===== src/rtl/lcd_timing.sv =====
// ---------------------------------------------------------------------------
// lcd_timing
//
// Free-running raster timing generator for the parallel RGB LCD path. It
// produces the pixel/line coordinates and the registered HSYNC/VSYNC/DEN
// strobes for the downstream pixel-fetch and colour stage.
//
// Axis order, both horizontally and vertically: sync, back porch, active
// area, front porch. Default parameters describe an 800x480 panel.
//
// Optional feature (compile-time macro LCD_TIMING_FRAME_CNT_EN):
//   adds an 8-bit frame counter output `frame_cnt` (reset value 8'hFF). It
//   steps on the same edge that raises frame_start, so the first frame after
//   reset reads 0. It wraps from 255 to 0.
//
// Ports:
//   pixel_clk    in   pixel clock, the only clock
//   rst          in   asynchronous reset, active low
//   x            out  horizontal counter, 0..H_TOTAL-1
//   y            out  vertical counter, 0..V_TOTAL-1
//   LCD_HYNC     out  horizontal sync, active level HS_POL
//   LCD_SYNC     out  vertical sync, active level VS_POL
//   LCD_DEN      out  data enable, high inside the visible area
//   line_start   out  one-cycle pulse while x==0
//   frame_start  out  one-cycle pulse while x==0 and y==0
//   frame_cnt    out  [LCD_TIMING_FRAME_CNT_EN only] frame counter
//
// Every output is a flop. The decodes are taken from the next-state counter
// values, so in any cycle the strobes describe the x/y shown in that cycle.
// ---------------------------------------------------------------------------
module lcd_timing #(
  parameter int H_ACTIVE = 800,
  parameter int H_FRONT  = 210,
  parameter int H_SYNC   = 20,
  parameter int H_BACK   = 26,
  parameter int V_ACTIVE = 480,
  parameter int V_FRONT  = 22,
  parameter int V_SYNC   = 3,
  parameter int V_BACK   = 20,
  parameter bit HS_POL   = 1'b0,
  parameter bit VS_POL   = 1'b0
) (
  input  logic        pixel_clk,
  input  logic        rst,
  output logic [15:0] x,
  output logic [15:0] y,
  output logic        LCD_HYNC,
  output logic        LCD_SYNC,
  output logic        LCD_DEN,
  output logic        line_start,
`ifdef LCD_TIMING_FRAME_CNT_EN
  output logic [7:0]  frame_cnt,
`endif
  output logic        frame_start
);

  // Derived raster geometry. All comparisons are unsigned 16-bit.
  localparam int H_TOTAL = H_SYNC + H_BACK + H_ACTIVE + H_FRONT;
  localparam int V_TOTAL = V_SYNC + V_BACK + V_ACTIVE + V_FRONT;

  localparam logic [15:0] H_LAST    = 16'(H_TOTAL - 1);
  localparam logic [15:0] V_LAST    = 16'(V_TOTAL - 1);
  localparam logic [15:0] H_SYNC_E  = 16'(H_SYNC);
  localparam logic [15:0] V_SYNC_E  = 16'(V_SYNC);
  localparam logic [15:0] H_START   = 16'(H_SYNC + H_BACK);
  localparam logic [15:0] V_START   = 16'(V_SYNC + V_BACK);
  localparam logic [15:0] H_END     = 16'(H_SYNC + H_BACK + H_ACTIVE);
  localparam logic [15:0] V_END     = 16'(V_SYNC + V_BACK + V_ACTIVE);

  // -------------------------------------------------------------------------
  // Registered state
  // -------------------------------------------------------------------------
  logic [15:0] r_x;
  logic [15:0] r_y;
  logic        r_hsync;
  logic        r_vsync;
  logic        r_den;
  logic        r_line_start;
  logic        r_frame_start;

  // -------------------------------------------------------------------------
  // Next-state counters and decodes
  // -------------------------------------------------------------------------
  logic        w_x_wrap;
  logic        w_y_wrap;
  logic [15:0] w_x_nxt;
  logic [15:0] w_y_nxt;
  logic        w_hs_act;
  logic        w_vs_act;
  logic        w_h_vis;
  logic        w_v_vis;
  logic        w_den_nxt;
  logic        w_ls_nxt;
  logic        w_fs_nxt;

  always_comb begin
    // Using >= rather than == makes the counters self-recover if a glitch
    // ever pushed them past the last position.
    w_x_wrap = (r_x >= H_LAST);
    w_y_wrap = (r_y >= V_LAST);

    w_x_nxt = w_x_wrap ? 16'd0 : (r_x + 16'd1);
    w_y_nxt = r_y;
    if (w_x_wrap) begin
      w_y_nxt = w_y_wrap ? 16'd0 : (r_y + 16'd1);
    end

    // Decodes look at the value the counters are about to take, so the
    // registered strobes line up with the registered coordinates.
    w_hs_act  = (w_x_nxt < H_SYNC_E);
    w_vs_act  = (w_y_nxt < V_SYNC_E);
    w_h_vis   = (w_x_nxt >= H_START) && (w_x_nxt < H_END);
    w_v_vis   = (w_y_nxt >= V_START) && (w_y_nxt < V_END);
    w_den_nxt = w_h_vis && w_v_vis;
    w_ls_nxt  = (w_x_nxt == 16'd0);
    w_fs_nxt  = w_ls_nxt && (w_y_nxt == 16'd0);
  end

  // -------------------------------------------------------------------------
  // Output registers. Reset parks the counters on the last position of the
  // frame so the first clock after release lands on x=0, y=0.
  // -------------------------------------------------------------------------
  always_ff @(posedge pixel_clk or negedge rst) begin
    if (!rst) begin
      r_x           <= H_LAST;
      r_y           <= V_LAST;
      r_hsync       <= ~HS_POL;
      r_vsync       <= ~VS_POL;
      r_den         <= 1'b0;
      r_line_start  <= 1'b0;
      r_frame_start <= 1'b0;
    end else begin
      r_x           <= w_x_nxt;
      r_y           <= w_y_nxt;
      r_hsync       <= w_hs_act ? HS_POL : ~HS_POL;
      r_vsync       <= w_vs_act ? VS_POL : ~VS_POL;
      r_den         <= w_den_nxt;
      r_line_start  <= w_ls_nxt;
      r_frame_start <= w_fs_nxt;
    end
  end

`ifdef LCD_TIMING_FRAME_CNT_EN
  logic [7:0] r_frame_cnt;

  // Starts at 8'hFF so the increment on the first frame_start yields 0;
  // natural 8-bit overflow provides the 255 -> 0 wrap.
  always_ff @(posedge pixel_clk or negedge rst) begin
    if (!rst) begin
      r_frame_cnt <= 8'hFF;
    end else if (w_fs_nxt) begin
      r_frame_cnt <= r_frame_cnt + 8'd1;
    end
  end

  assign frame_cnt = r_frame_cnt;
`endif

  assign x           = r_x;
  assign y           = r_y;
  assign LCD_HYNC    = r_hsync;
  assign LCD_SYNC    = r_vsync;
  assign LCD_DEN     = r_den;
  assign line_start  = r_line_start;
  assign frame_start = r_frame_start;

endmodule

===== config.mk =====
export PLATFORM = sky130hd
export DESIGN_NAME = lcd_timing
export DESIGN_NICKNAME = d
export VERILOG_FILES = /design/src/rtl/lcd_timing.sv
export SDC_FILE = /design/constraint.sdc
export NUM_CORES = 1
export LEC_CHECK = 0
export ABC_AREA = 1
export CAP_MARGIN = 40
export CORE_ASPECT_RATIO = 0.7
export CORE_MARGIN = 10
export CORE_UTILIZATION = 30
export DETAILED_ROUTE_END_ITERATION = 8
export SYNTH_ARGS = -nofsm -noshare
export SYNTH_HDL_FRONTEND = slang
export SYNTH_SLANG_ARGS = --single-unit

===== constraint.sdc =====
create_clock -name pixel_clk -period 2.3 [get_ports pixel_clk]
set_input_delay 0.345 -clock pixel_clk [delete_from_list [all_inputs] [get_ports pixel_clk]]
set_output_delay 0.345 -clock pixel_clk [all_outputs]
set_load 0.01 [all_outputs]

Word level (Yosys, flattened, before mapping)
Cells that the tools add are included.

operators by class
  add/subtract/negate cells = 2
  $mul = 0
  divide/modulo/power cells = 0
  $lt $le $gt $ge = 8
  eq/ne operators = 0
  shifts and indexed selects = 0
  mux-type cells = 5
  bitwise operators = 0
  reductions and logical operators = 6

operators with widths
  kind                     count
  $mux W16                 3
  $add A16 B1 Y16 const B  2
  $logic_not A16 Y1        2
  $ge A16 B10 Y1 const B   1
  $ge A16 B11 Y1 const B   1
  $ge A16 B5 Y1 const B    1
  $ge A16 B6 Y1 const B    1
  $lt A16 B10 Y1 const B   1
  $lt A16 B2 Y1 const B    1
  $lt A16 B5 Y1 const B    1
  $lt A16 B9 Y1 const B    1
  $logic_and A1 B1 Y1      4
  $mux W1                  2

word-level totals
  bits in registers = 37
  latch bits = 0
  bits in writable memories = 0
  bits in read-only memories = 0
  input bits = 2
  output and inout bits = 37
  word-level logic and storage cells = 28
  memories kept = 0

Longest topological paths before layout
  depth after elaboration = 6
  depth in mapped cells = 16
  mapped depth without buffers = 16

Worst setup path before layout
OpenSTA, ideal clock, no wires.

  path kind = flip-flop to flip-flop
  start = register r_x[0] (netlist: x[0])
  end = register r_den (netlist: LCD_DEN)
  setup time = 115 ps
  arrival = 1,828 ps
  required time = 2,185 ps
  path slack = 356 ps
  stages on the path, launching flop included = 14
  buffers on the path = 1
  period minus slack after synthesis = 1,944 ps
  cells stage by stage = dfstp_2 > ha_1 > nand4_1 > nand2_1 > nand2_2 > nand2_4 > buf_6 > nand2_1 > nand2_1 > nand3_2 > nor2_2 > nand3_1 > nand2_1 > nor2_1

on the way
  cells in the longest elaborated chain, start to end = 5
  elaborated cells on any way between the ends = 11
  classes of those cells = add/sub (1); order compare (5); mux (2); reduce/logical (3)

RTL lines
  item                                               line      source
  start: declaration                                 73        logic [15:0] r_x;
  start signal: assignment                           133       r_x <= w_x_nxt;
  $add A16 B1 Y16 or $ge A16 B11 Y1 (tied branches)  102, 99
  $mux W16, on equally long branches                 102, 104
  $ge A16 B6 Y1, or another cell as far along        112       w_h_vis = (w_x_nxt >= H_START) && (w_x_nxt < H_END);
  $logic_and A1 B1 Y1, on equally long branches      112, 113
  $logic_and A1 B1 Y1 (*)                            114       w_den_nxt = w_h_vis && w_v_vis;
  via w_den_nxt                                      92        logic w_den_nxt;
  end signal: assignment                             137       r_den <= w_den_nxt;
  end: declaration                                   77        logic r_den;

Mark *: on every way through the listed nets, which the timed path passes. The rest lies on a longest branch.

Worst setup path after layout
  start = register r_x[1] (netlist: x[1])
  end = register r_frame_start (netlist: frame_start)

on the way
  cells in the longest elaborated chain, start to end = 4
  elaborated cells on any way between the ends = 7
  classes of those cells = add/sub (1); order compare (1); mux (2); reduce/logical (3)

RTL lines
  item                                               line     source
  $add A16 B1 Y16 or $ge A16 B11 Y1 (tied branches)  102, 99
  $mux W16 (*)                                       102      w_x_nxt = w_x_wrap ? 16'd0 : (r_x + 16'd1);
  via w_x_nxt[9]                                     86       logic [15:0] w_x_nxt;
  $logic_not A16 Y1 (*)                              115      w_ls_nxt = (w_x_nxt == 16'd0);
  via w_ls_nxt                                       93       logic w_ls_nxt;
  $logic_and A1 B1 Y1 (*)                            116      w_fs_nxt = w_ls_nxt && (w_y_nxt == 16'd0);
  via w_fs_nxt                                       94       logic w_fs_nxt;
  end signal: assignment                             139      r_frame_start <= w_fs_nxt;
  end: declaration                                   79       logic r_frame_start;

Marks and branches as above.

==> flow_summary.toml <==
[status]
status = "finished, final reports clean"

[timing]
fin_setup_tns_ns = 0
fmax_ghz = 0.4608
tightest_slew_ns = 0.8439
hold_viol_final = 0
final.min_clock_period_ns = 2.170
setup_viol = 0
slew_violations = 0
finalCritPeriodShare = 0.9435
hold_slack_ns = 0.1562
slew_headroom = 0.4374
layout_setup_ws_ns = 0.1300
fin_worst_skew_ns = 0.008513

[pwr]
powerDensity_mw_per_mm2 = 769.5
p_seq_frac = 0.405
p_clk_frac = 0.232
intPower_w = 0.001362
power_frac_comb = 0.363
irDropWorstVdd_mv = 0.2499
p_leak_nw = 1.394
power_w = 0.002167
switching_power_w = 0.0008053
switching_share = 0.3716

[yosys]
ys_types = 29
yosysWarnings = 0
synth_xor_area_frac = 0.01589
synth_compound_area_frac = 0.03002
ys_seq_area_frac = 0.4420
synth_ff_type = "dfrtp_1"
synthCells = 284
synth_top_area_share = 0.3061
synth-edff-count = 0
synth.largest_area_cell = "dfrtp_1"
synth-seq-cells = 37
async_flop_share = 1.000
synth_mux_area_frac = 0
synthAdderAreaFrac = 0.01766
synth_simple_gate_area_frac = 0.3902
syn-cell-area_mm2 = 0.002126
synth.avg_cell_area_um2 = 7.485
synth_top_family_by_area = "simple AND/OR/NAND/NOR gates"
netlist_top_cells_area = "dfrtp_1 31%, dfstp_2 14%, nand2_1 13%"

[finish]
drive_gt1_frac = 0.1941
layout.nets = 344
num-fill-cells = 721
area_delta_synth_final_pct = 32.49
antenna_cells = 0

[clock_network]
cts_made_buffers = 5
cts_buffer_depth = 2
clk_latency_ns = 0.29
cts_tree = "done"
cts_sinks = 37
clkTransAtPathRegs_ns = 0.08
cts_htree_levels = 2
cts_root_buf = "clkbuf_8"

[place]
dp_slack_ns = 0.01590
dp_hpwl_mm = 4.259
place_congestion = 0.8067
io_buffers = 38

[route]
wl_per_cell_um = 12.97
drt_iter0_markers = 155
routed_wl_mm = 5.631
dr.pass1.iters = 5
via_count = 1922
drc_errors = 0
antenna_left = 0
viasPerCell = 4.429

[hold_path]
hold_class = "input port to async pin"

[die]
rows = 25
io-pin-count = 39
die_height_um = 90.43
die_area_mm2 = 0.01091
die_w_um = 120.6
core_area_mm2 = 0.006819
start_util = 0.3117

[setup_path]
cp_slowest_stage_delay_ns = 0.54
crit_chain = "ha_2 > nand4_1 > nand2_2 > nand2_4 > nand2_8 > buf_8 > nor2_2 > nor3_4 > inv_2 > nor2_4 > nand2_1 > nor2_1"
cp-start-kind = "register"
worst-r2r-cell-count = 12
reg2reg_from = "x[1]"
critPathSlowestCell = "dfstp_2"
cp_data_arrival_time_ns = 2.39
crit_fanout = 11
cp_data_required_time_ns = 2.52
reg2reg_slack_ns = 0.13
r2r-end = "frame_start"
path_class = "register to register"
end_kind = "register"

[grt]
grt_antenna_before_repair = 0
grt_usage = 0.1037
grt-ovfl-total = 0
grt_max_degree = 38
grt_pass1_vias = 1820
grt_pass1_wl_mm = 9.439

[job]
cap_violations = 0
## flip-flops by register name, indices dropped and copies added, names as in the netlist
signal,cells
x,16
y,16
LCD_DEN,1
LCD_HYNC,1
LCD_SYNC,1
frame_start,1
line_start,1
## area by class of cell
class | instances | area (um2) | area share
Tap cell | 94 | 117.6 | 0.04176
Inverter | 48 | 180.2 | 0.06397
Clock buffer | 7 | 96.34 | 0.03421
Multi-Input combinational cell | 201 | 1031 | 0.3661
Timing Repair Buffer | 46 | 446.7 | 0.1586
Sequential cell | 37 | 939.7 | 0.3336
Clock inverter | 1 | 5.005 | 0.001777
## cell usage after synthesis, types with 2 or more instances
library cell / instances
inv_2: 5
nand3b_1: 2
nand3_2: 2
o21bai_1: 2
a21oi_1: 4
dfstp_2: 11
dfrtp_1: 26
nor2_2: 11
o21ai_0: 3
buf_6: 2
nand3_1: 24
nand2_2: 2
inv_1: 43
nor2_1: 48
nand4_1: 6
ha_1: 3
nand2_1: 73
nor3_1: 2
nor3_2: 3
nor2_4: 3
## metrics by stage
step | area (um2) | cells | util
after floorplan | 2141 | 288 | -
after global placement | 2619 | 420 | 0.3840
after detailed placement | 2619 | 420 | 0.3840
after CTS | 2724 | 428 | 0.3995
after global routing | 2816 | 434 | 0.4130
final | 2816 | 434 | 0.4130
## routing by layer
layer | track usage | up-vias | wire, um
met2 | 0.1373 | 58 | 2211
met5 | 0 | - | 0
met3 | 0.04310 | 4 | 510
li1 | - | 983 | -
met1 | 0.1482 | 877 | 2881
met4 | 0.02605 | 0 | 27
## cell families after synthesis
logic type               count (synthesis)
AO/OA/AOI/OAI                           11
AND/OR/NAND/NOR                        178
buffers and inverters                   51
other                                    1
XOR/XNOR                                 3
flip-flops                              37
adder cells (fa/ha/maj)                  3
## worst max-delay path, delay by kind of cell, from the launching register on
| kind | cells | cell delay (ns) |
|---|---|---|
| DFF | 1 | 0.54 |
| adders and majority gates | 1 | 0.19 |
| buffers and inverters | 2 | 0.23 |
| and+or+nand+nor | 9 | 1.13 |
## worst max path at each step
stage | startpoint | endpoint | slack [ns] | cells past startpoint
floorplan | x[0] | LCD_DEN | 0.36 | 13
global placement | x[0] | frame_start | 0.07 | 12
detailed placement | x[0] | frame_start | 0.02 | 12
CTS | x[0] | frame_start | 0.03 | 12
global route | x[1] | frame_start | -0.04 | 12
finish | x[1] | frame_start | 0.13 | 12
## power by group through the flow
stage | Combinational, W | Clock, W | Sequential [W]
6_report | 0.000786 | 0.000503 | 0.000878
5_1_grt | 0.000900 | 0.000551 | 0.000901
4_1_cts | 0.000779 | 0.000520 | 0.000883
3_5_place_dp | 0.000773 | 0 | 0.000893
3_3_place_gp | 0.000772 | 0 | 0.000896
2_1_floorplan | 0.000430 | 0 | 0.000904
## timing repair
| action | CTS | global route |
|---|---|---|
| gates resized for setup | 1 | 12 |
| buffers inserted | 0 | 5 |
| hold endpoints to repair | 0 | 0 |
| endpoints found under the setup margin | 1 | 4 |
| pin swaps | 0 | 5 |
| gates cloned | 0 | 1 |
| hold buffers | 0 | 0 |
## cells in the final DEF, fill, tap and decap left out, drive strengths merged
master / count
buf: 9
nand3b: 2
dfstp: 11
nor3: 6
o21bai: 2
nand2: 77
nand4: 6
nand3: 26
a21oi: 4
o21ai: 5
xnor2: 1
clkinv: 1
inv: 48
ha: 3
dfrtp: 26
nor2: 62
clkbuf: 7
clkdlybuf4s50: 37
xor2: 2
conb: 5
No activity file was read; power rests on OpenSTA's default activity.
